$ cat config.mk
export PLATFORM = sky130hd
export DESIGN_NAME = logic_op_decoder
export DESIGN_NICKNAME = d
export VERILOG_FILES = /design/src/rtl/logic_op_decoder_pkg.sv /design/src/rtl/logic_op_decoder_funct.sv /design/src/rtl/logic_op_decoder.sv
export SDC_FILE = /design/constraint.sdc
export NUM_CORES = 1
export LEC_CHECK = 0
export CAP_MARGIN = 20
export CORE_MARGIN = 2
export CORE_UTILIZATION = 49
export DETAILED_ROUTE_END_ITERATION = 12
export GPL_TIMING_DRIVEN = 0
export PLACE_DENSITY = 0.91
export SYNTH_ARGS = -nofsm -noshare
export SYNTH_HDL_FRONTEND = slang
export SYNTH_SLANG_ARGS = --single-unit
$ cat constraint.sdc
create_clock -name clk -period 2.1 [get_ports clk]
set_input_delay 0.315 -clock clk [delete_from_list [all_inputs] [get_ports clk]]
set_output_delay 0.315 -clock clk [all_outputs]
set_load 0.02 [all_outputs]
$ cat src/rtl/logic_op_decoder_pkg.sv
`default_nettype none
// =============================================================================
// Module   : logic_op_decoder_pkg
// Brief    : Shared CPU constants: MIPS logical opcodes/functs, logical-unit
//            op encodings and skid-buffer state encodings.
// Revision : 1.0 - initial release
// =============================================================================
package logic_op_decoder_pkg;

    localparam logic [5:0] C_OPC_RTYPE = 6'h00;
    localparam logic [5:0] C_OPC_ANDI  = 6'h0C;
    localparam logic [5:0] C_OPC_ORI   = 6'h0D;
    localparam logic [5:0] C_OPC_XORI  = 6'h0E;

    localparam logic [5:0] C_FN_AND = 6'h24;
    localparam logic [5:0] C_FN_OR  = 6'h25;
    localparam logic [5:0] C_FN_XOR = 6'h26;
    localparam logic [5:0] C_FN_NOR = 6'h27;

    typedef enum logic [1:0] {
        LOP_AND = 2'b00,
        LOP_OR  = 2'b01,
        LOP_XOR = 2'b10,
        LOP_NOR = 2'b11
    } lop_e;

    localparam logic [1:0] C_ST_EMPTY = 2'd0;
    localparam logic [1:0] C_ST_ONE   = 2'd1;
    localparam logic [1:0] C_ST_FULL  = 2'd2;

    localparam logic [7:0] C_ILL_CNT_MAX = 8'hFF;

endpackage
`default_nettype wire

$ cat src/rtl/logic_op_decoder_funct.sv
`default_nettype none
// =============================================================================
// Module   : logic_funct_decode
// Brief    : Combinational decode of MIPS AND/OR/XOR/NOR/ANDI/ORI/XORI into
//            logical-unit operands, op select and destination register.
// Revision : 1.0 - initial release
// =============================================================================
module logic_funct_decode
    import logic_op_decoder_pkg::*;
#(
    parameter int N = 32
) (
    input  logic [31:0]  instr_i,
    input  logic [N-1:0] rs_data_i,
    input  logic [N-1:0] rt_data_i,
    output logic [N-1:0] a_o,
    output logic [N-1:0] b_o,
    output logic [1:0]   op_o,
    output logic [4:0]   dest_o,
    output logic         illegal_o
);

    logic [N-1:0] w_imm;
    logic         w_unused_shamt;

    assign w_unused_shamt = ^instr_i[10:6];

    generate
        if (N > 16) begin : g_imm_ext
            assign w_imm = {{(N-16){1'b0}}, instr_i[15:0]};
        end else if (N == 16) begin : g_imm_exact
            assign w_imm = instr_i[15:0];
        end else begin : g_imm_trunc
            assign w_imm = instr_i[N-1:0];
        end
    endgenerate

    // Anything not matched falls through as an illegal bundle with zeroed fields.
    always_comb begin
        a_o       = '0;
        b_o       = '0;
        op_o      = LOP_AND;
        dest_o    = 5'd0;
        illegal_o = 1'b1;
        case (instr_i[31:26])
            C_OPC_RTYPE: begin
                if (instr_i[5:0] == C_FN_AND || instr_i[5:0] == C_FN_OR ||
                    instr_i[5:0] == C_FN_XOR || instr_i[5:0] == C_FN_NOR) begin
                    a_o       = rs_data_i;
                    b_o       = rt_data_i;
                    op_o      = instr_i[1:0];
                    dest_o    = instr_i[15:11];
                    illegal_o = 1'b0;
                end
            end
            C_OPC_ANDI, C_OPC_ORI, C_OPC_XORI: begin
                a_o       = rs_data_i;
                b_o       = w_imm;
                op_o      = instr_i[27:26];
                dest_o    = instr_i[20:16];
                illegal_o = 1'b0;
            end
            default: ;
        endcase
    end

endmodule
`default_nettype wire

$ cat src/rtl/logic_op_decoder.sv
`default_nettype none
// =============================================================================
// Module   : logic_op_decoder
// Brief    : Decodes logical instructions through a 2-entry skid buffer toward
//            the logical unit and counts illegal bundles.
// Revision : 1.0 - initial release
// =============================================================================
module logic_op_decoder
    import logic_op_decoder_pkg::*;
#(
    parameter int N = 32
) (
    input  logic         clk,
    input  logic         rst_n,
    input  logic         in_valid,
    output logic         in_ready,
    input  logic [31:0]  instr,
    input  logic [N-1:0] rs_data,
    input  logic [N-1:0] rt_data,
    input  logic         flush,
    output logic         out_valid,
    input  logic         out_ready,
    output logic [N-1:0] A,
    output logic [N-1:0] B,
    output logic [1:0]   op,
    output logic [4:0]   dest,
    output logic         illegal,
    output logic [7:0]   illegal_count
);

    typedef struct packed {
        logic [N-1:0] a;
        logic [N-1:0] b;
        logic [1:0]   op;
        logic [4:0]   dest;
        logic         ill;
    } bundle_t;

    bundle_t    w_dec;
    bundle_t    head_q, head_d;
    bundle_t    skid_q, skid_d;
    logic [1:0] state_q, state_d;
    logic [7:0] cnt_q, cnt_d;
    logic       w_in_xfer;
    logic       w_out_xfer;

    logic_funct_decode #(.N(N)) u_decode (
        .instr_i   (instr),
        .rs_data_i (rs_data),
        .rt_data_i (rt_data),
        .a_o       (w_dec.a),
        .b_o       (w_dec.b),
        .op_o      (w_dec.op),
        .dest_o    (w_dec.dest),
        .illegal_o (w_dec.ill)
    );

    assign in_ready   = (state_q != C_ST_FULL);
    assign out_valid  = (state_q != C_ST_EMPTY);
    assign w_in_xfer  = in_valid & in_ready & ~flush;
    assign w_out_xfer = out_valid & out_ready;

    always_comb begin
        state_d = state_q;
        head_d  = head_q;
        skid_d  = skid_q;
        cnt_d   = cnt_q;
        case (state_q)
            C_ST_EMPTY: begin
                if (w_in_xfer) begin
                    head_d  = w_dec;
                    state_d = C_ST_ONE;
                end
            end
            C_ST_ONE: begin
                if (w_in_xfer && w_out_xfer) begin
                    head_d = w_dec;
                end else if (w_in_xfer) begin
                    skid_d  = w_dec;
                    state_d = C_ST_FULL;
                end else if (w_out_xfer) begin
                    state_d = C_ST_EMPTY;
                end
            end
            C_ST_FULL: begin
                if (w_out_xfer) begin
                    head_d  = skid_q;
                    state_d = C_ST_ONE;
                end
            end
            default: state_d = C_ST_EMPTY;
        endcase
        if (flush) begin
            state_d = C_ST_EMPTY;
        end
        if (w_in_xfer && w_dec.ill && cnt_q != C_ILL_CNT_MAX) begin
            cnt_d = cnt_q + 8'd1;
        end
    end

    always_ff @(posedge clk or negedge rst_n) begin
        if (!rst_n) begin
            state_q <= C_ST_EMPTY;
            head_q  <= '0;
            skid_q  <= '0;
            cnt_q   <= 8'd0;
        end else begin
            state_q <= state_d;
            head_q  <= head_d;
            skid_q  <= skid_d;
            cnt_q   <= cnt_d;
        end
    end

    assign A             = head_q.a;
    assign B             = head_q.b;
    assign op            = head_q.op;
    assign dest          = head_q.dest;
    assign illegal       = head_q.ill;
    assign illegal_count = cnt_q;

endmodule
`default_nettype wire

==> results of run 1 <==
-- state kept, by name (all words and copies together) (netlist names) --
| register | cells |
|---|---|
| skid_q | 72 |
| A | 32 |
| B | 32 |
| illegal_count | 8 |
| dest | 5 |
| op | 2 |
| state_q | 2 |
| illegal | 1 |
-- logic make-up after synthesis --
family | share of synthesized area
flip-flops | 0.545
adder cells (fa/ha/maj) | 0.00177
buffers and inverters | 0.0462
multiplexers | 0.00442
AO/OA/AOI/OAI | 0.252
AND/OR/NAND/NOR | 0.142
XOR/XNOR | 0.00867
-- worst max-delay path, stage by stage (launching register included) --
cell and delay (ns):
dfrtp_1 0.43, nor2b_1 0.15, clkbuf_8 0.14, inv_1 0.05, clkbuf_8 0.18, clkbuf_8 0.17, buf_4 0.16
-- final timing paths --
path,depth (start not counted),endpoint
worst max-delay path,6,in_ready
worst min-delay path,4,skid_q[7]
worst max register to register,5,A[14]
worst min register to register,2,skid_q[23]
max in group asynchronous,3,skid_q[63]
min in group asynchronous,2,state_q[0]
-- metrics by stage --
stage | total power, W | TNS [ns] | instance area [µm²] | std cells | setup WS, ns
CTS | 0.00827 | 0 | 9820 | 1154 | 0.000894
finish | 0.00828 | 0 | 9890 | 1155 | 0.0731
global route | 0.00859 | -0.0169 | 9890 | 1155 | -0.00677
detailed placement | 0.00523 | -106.07 | 9100 | 1115 | -1.10
floorplan | 0.00425 | 0 | 7070 | 757 | 0.220
global placement | 0.00518 | -951.00 | 9070 | 1114 | -5.48
-- layout make-up --
class	instances	share of cell area
diodes	1	0.000253
plain buffers	74	0.0417
clock buffers	20	0.0472
clock inverters	12	0.0124
inverters	3	0.00114
multi-input cells	525	0.296
flip-flops and latches	154	0.390
well taps	180	0.0228
repair buffers	186	0.189
-- power by group --
| group | internal [W] | switching [W] |
|---|---|---|
| Combinational | 0.000831 | 0.000890 |
| Clock | 0.00183 | 0.00123 |
| Sequential | 0.00326 | 0.000231 |
-- routing by layer --
metal / vias to the layer above / routed length [µm] / GRT usage
met2: 359 / 10900 / 0.480
met3: 49 / 1870 / 0.0595
met1: 3445 / 9020 / 0.396
li1: 3167 / - / -
met4: 0 / 610 / 0.124
met5: - / 0 / 0
-- what timing repair did --
| item | CTS | global route |
|---|---|---|
| gates cloned | 1 | 0 |
| setup endpoints to repair | 150 | 141 |
| resized for setup | 35 | 39 |
| hold endpoints to repair | 66 | 0 |
| buffers inserted | 6 | 0 |
| pin swaps | 4 | 8 |
| hold buffers | 1 | 0 |
-- cell usage in the layout, fill, tap and decap left out, types with 2 or more instances in the layout --
master,instances
a221oi_1,23
nor2_1,54
a32oi_1,2
xor2_1,7
clkbuf_1,38
clkbuf_4,4
nand3b_1,3
buf_6,10
inv_1,3
buf_2,6
o2bb2ai_1,21
clkbuf_8,6
o211ai_1,33
clkinv_2,5
clkdlybuf4s50_1,173
nor3_1,2
a22oi_1,21
nor4b_1,2
a31oi_1,48
nand3_1,19
mux2i_1,2
nand4_1,3
o21ai_1,24
nand2_1,137
buf_4,11
nor2b_1,3
clkbuf_16,17
clkinvlp_4,5
buf_1,2
nor4_1,4
clkbuf_2,9
bufinv_16,2
dfrtp_1,153
o21ai_0,100
==> results.json, run 1 <==
{
  "worst_setup_path_end_kind": "primary output",
  "finalCritPeriodShare": 0.965,
  "drv_slew": 0,
  "yosys-top-cells-area": "dfrtp_1 (54%), o21ai_0 (7.5%), nand2_1 (7.3%)",
  "routed_wl_um": 22400,
  "drive_gt1_frac": 0.0883,
  "io_pins": 183,
  "min_period_ns": 2.03,
  "synth.distinct_cells": 40,
  "clockBufferDepth": 2,
  "crit_fanout": 10,
  "multi_input_area_mm2": 0.00293,
  "synth-seq-area-share": 0.545,
  "path_class": "reg -> out",
  "cts-htree-levels": 4,
  "startpoint_type": "register",
  "whs_ns": 0.444,
  "worst_pin_slew_ns": 0.656,
  "start_util": 0.506,
  "grt_usage": 0.298,
  "synth_top_area_frac": 0.545,
  "ys_ff_latch": 154,
  "cts_tree": "done",
  "critPathLaunch": "state_q[0]",
  "row_count": 43,
  "fillCellCount": 1025,
  "hold_viol": 0,
  "syn_avg_cell_area_um2": 9.34,
  "utilization": 0.707,
  "peakVddDrop_mv": 0.592,
  "drt-pass1-iter-count": 6,
  "synth-edff-count": 0,
  "final.setup_skew_ns": 0.00648,
  "synth.most_common_cell": "dfrtp_1",
  "ys_warn_count": 0,
  "avgRoutedWirePerCell_um": 19.4,
  "grt_pass1_wl_um": 35000,
  "synthToLayoutAreaGrowth_pct": 39.9,
  "cts_sinks": 154,
  "drc": 0,
  "hold_start": "instr[26]",
  "core-area_mm2": 0.0140,
  "first_global_vias": 6801,
  "grt_max_degree": 89,
  "worstSkewPairLatency_ns": 0.43,
  "required_ns": 1.78,
  "grt-ovfl-total": 0,
  "r2r_setup_slack_ns": 0.12,
  "dieArea_mm2": 0.0154,
  "die_x_um": 124,
  "slew_headroom": 0.563,
  "setup_violations": 0,
  "yosys.area.top_type": "dfrtp_1",
  "drv_cap": 0,
  "ys_async_sr_fraction": 1.00,
  "synthTopCellsByCount": "dfrtp_1 (154), nand2_1 (137), o21ai_0 (106)",
  "register_area_mm2": 0.00385,
  "vias": 7020,
  "rsz0062_at_grt": "yes",
  "gp_congestion": 0.854,
  "fmax_mhz": 493,
  "port_buffers": 177,
  "status": "complete, no violations",
  "hpwl_um": 15300,
  "drt_iter0_drc": 750,
  "die_h_um": 124,
  "synth_cells": 757,
  "r2r_start": "state_q[0]",
  "p_per_area_mw_per_mm2": 837,
  "arrival_ns": 1.71,
  "synth_ff_type": "dfrtp_1",
  "power_leakage_nw": 3.85,
  "synth_area_mm2": 0.00707,
  "cts_root_buf": "clkbuf_16",
  "hold_path.class": "in -> reg",
  "viasPerCell": 6.08,
  "clkTransAtPathRegs_ns": 0.06,
  "nets": 1063,
  "grt_antenna_before_repair": 1,
  "synthesis.nets": 859,
  "route.antenna.remaining_nets": 0,
  "numCtsBuffers": 17
}
No activity file was read; power rests on OpenSTA's default activity.
==> inputs of run 2 (changes only) <==
CORE_UTILIZATION = 48   (was 49)
PLACE_DENSITY = 0.9   (was 0.91)
==> run 2 against run 1 <==
Against the previous run:
- flip-flop and latch count is the same
- first-iteration DRC count grew 2.5%
- total power is essentially flat
- combinational power is essentially flat
- die area grew 2.0%
- sequential share of layout area is essentially flat
- critical path depth is the same
- sequential power is essentially flat
- setup slack lost 0.041 ns
- clock-buffer cell count grew 5
- cell count is essentially flat
- largest cell class unchanged
==> results.json, run 2 (synthesized netlist as in run 1, its figures left out) <==
{
  "status": "complete, no violations",
  "tns_ns": 0,
  "path_class": "reg -> out",
  "worst_setup_path_end_kind": "primary output",
  "p_per_area_mw_per_mm2": 836,
  "grt_antenna_before_repair": 0,
  "required_ns": 1.78,
  "viasPerCell": 6.09,
  "io_pins": 183,
  "cts_root_buf": "clkbuf_16",
  "startpoint_type": "register",
  "final_common_cell": "clkdlybuf4s50_1",
  "worst_r2r_path_depth": 5,
  "crit_fanout": 10,
  "cts_tree": "done",
  "dp.cells": 1119,
  "rsz0062_at_grt": "yes",
  "cts_sinks": 154,
  "first_global_vias": 6802,
  "worstSkewPairLatency_ns": 0.43,
  "hold_viol": 0,
  "final_cell_mix": "clkdlybuf4s50_1 (173), dfrtp_1 (152), nand2_1 (137)",
  "route.antenna.remaining_nets": 0,
  "nets": 1061,
  "synthToLayoutAreaGrowth_pct": 40.1,
  "die_x_um": 125,
  "largest_reg_flops": 72,
  "gp_congestion": 0.869,
  "min_period_ns": 2.07,
  "setup_violations": 0,
  "dpl_cell_area_mm2": 0.00910,
  "r2r_start": "state_q[0]",
  "cts-htree-levels": 4,
  "clkTransAtPathRegs_ns": 0.06,
  "fmax_mhz": 484,
  "fin_cells": 1156,
  "r2r_setup_slack_ns": 0.13,
  "port_buffers": 177,
  "drt_iter0_drc": 769,
  "clockBufferDepth": 2,
  "regMostFlops": "skid_q",
  "numCtsBuffers": 17,
  "die_h_um": 125,
  "vias": 7045,
  "arrival_ns": 1.75,
  "drive_gt1_frac": 0.0874,
  "drv_slew": 0,
  "routed_wl_um": 22700,
  "grt-ovfl-total": 0,
  "whs_ns": 0.447,
  "grt_usage": 0.286,
  "slew_headroom": 0.601,
  "grt_max_degree": 92,
  "dieArea_mm2": 0.0157,
  "row_count": 44,
  "design_area_mm2": 0.00991,
  "grt_pass1_wl_um": 35400,
  "drt-pass1-iter-count": 5,
  "core-area_mm2": 0.0145,
  "finalCritPeriodShare": 0.985,
  "worst_pin_slew_ns": 0.599,
  "hpwl_um": 15300,
  "peakVddDrop_mv": 0.582,
  "r2r-end": "A[17]",
  "hold_path.class": "in -> async",
  "start_util": 0.488,
  "drv_cap": 0,
  "power_leakage_nw": 3.85,
  "final.setup_skew_ns": 0.00690,
  "n_antenna_cell": 0,
  "avgRoutedWirePerCell_um": 19.6,
  "drc": 0
}
## run 2: cell types whose count changed in the layout (fill, tap and decap cells not counted), sizes merged
cell | before | now
dlygate4sd2 | 1 | 2
buf | 30 | 29
clkbuf | 74 | 78
clkinvlp | 5 | 0
diode | 1 | 0
dlymetal6s2s | 1 | 0
## run 2: timing repair
item | 4_1_cts | 5_1_grt
gates cloned | 0 | 0
hold endpoints to repair | 63 | 0
resized for setup | 43 | 36
pin swaps | 1 | 5
hold buffers | 1 | 0
setup buffers | 5 | 0
endpoints found under the setup margin | 148 | 121
## run 2: critical path, cell delays in order, from the launching register on
cell	delay, ns
dfrtp_2	0.44
nor2b_2	0.17
clkbuf_8	0.17
inv_2	0.08
buf_8	0.15
clkbuf_16	0.16
buf_4	0.14
## run 2: area by class of cell
| cell class | count | area (µm²) |
|---|---|---|
| multi-input combinational | 525 | 2940 |
| inverter | 3 | 11.3 |
| clock buffer | 25 | 495 |
| sequential | 154 | 3860 |
| fill | 1121 | 4570 |
| clock inverter | 7 | 88.8 |
| tap | 184 | 230 |
| buffer | 74 | 447 |
| timing repair buffer | 184 | 1840 |
## run 2: power breakdown
group	internal, W	switching [W]	leakage (nW)
Combinational	0.000830	0.000894	1.54
Sequential	0.00326	0.000226	2.02
Clock	0.00187	0.00120	0.291
Total	0.00596	0.00232	3.85
## run 2: per-stage QoR
| stage | worst slack [ns] | util | total power [W] |
|---|---|---|---|
| 6_report | 0.0324 | 0.684 | 0.00828 |
| 3_3_place_gp | -5.54 | 0.627 | 0.00518 |
| 2_1_floorplan | 0.220 | - | 0.00425 |
| 3_5_place_dp | -1.04 | 0.629 | 0.00523 |
| 4_1_cts | 0.0121 | 0.679 | 0.00829 |
| 5_1_grt | -0.0207 | 0.684 | 0.00857 |
## run 2: worst max path at each step
stage,start,endpoint,depth (start not counted)
3_3_place_gp,rst_n,skid_q[27],1
3_5_place_dp,flush,A[0],6
5_1_grt,instr[30],dest[3],6
6_report,state_q[1],in_ready,6
2_1_floorplan,state_q[1],A[21],8
4_1_cts,flush,A[25],6
## run 2: per-layer routing
layer | up-vias | part of all wire | track usage
met5 | - | 0 | 0
met4 | 0 | 0.028 | 0.145
met3 | 51 | 0.084 | 0.0595
met2 | 442 | 0.48 | 0.442
met1 | 3398 | 0.41 | 0.384
li1 | 3154 | - | -
==> inputs of run 3 (changes only) <==
CORE_UTILIZATION = 49   (was 48)
PLACE_DENSITY = 0.91   (was 0.9)
==> results of run 3 <==
Final layout, timing and power as in run 1 (identical DEF).
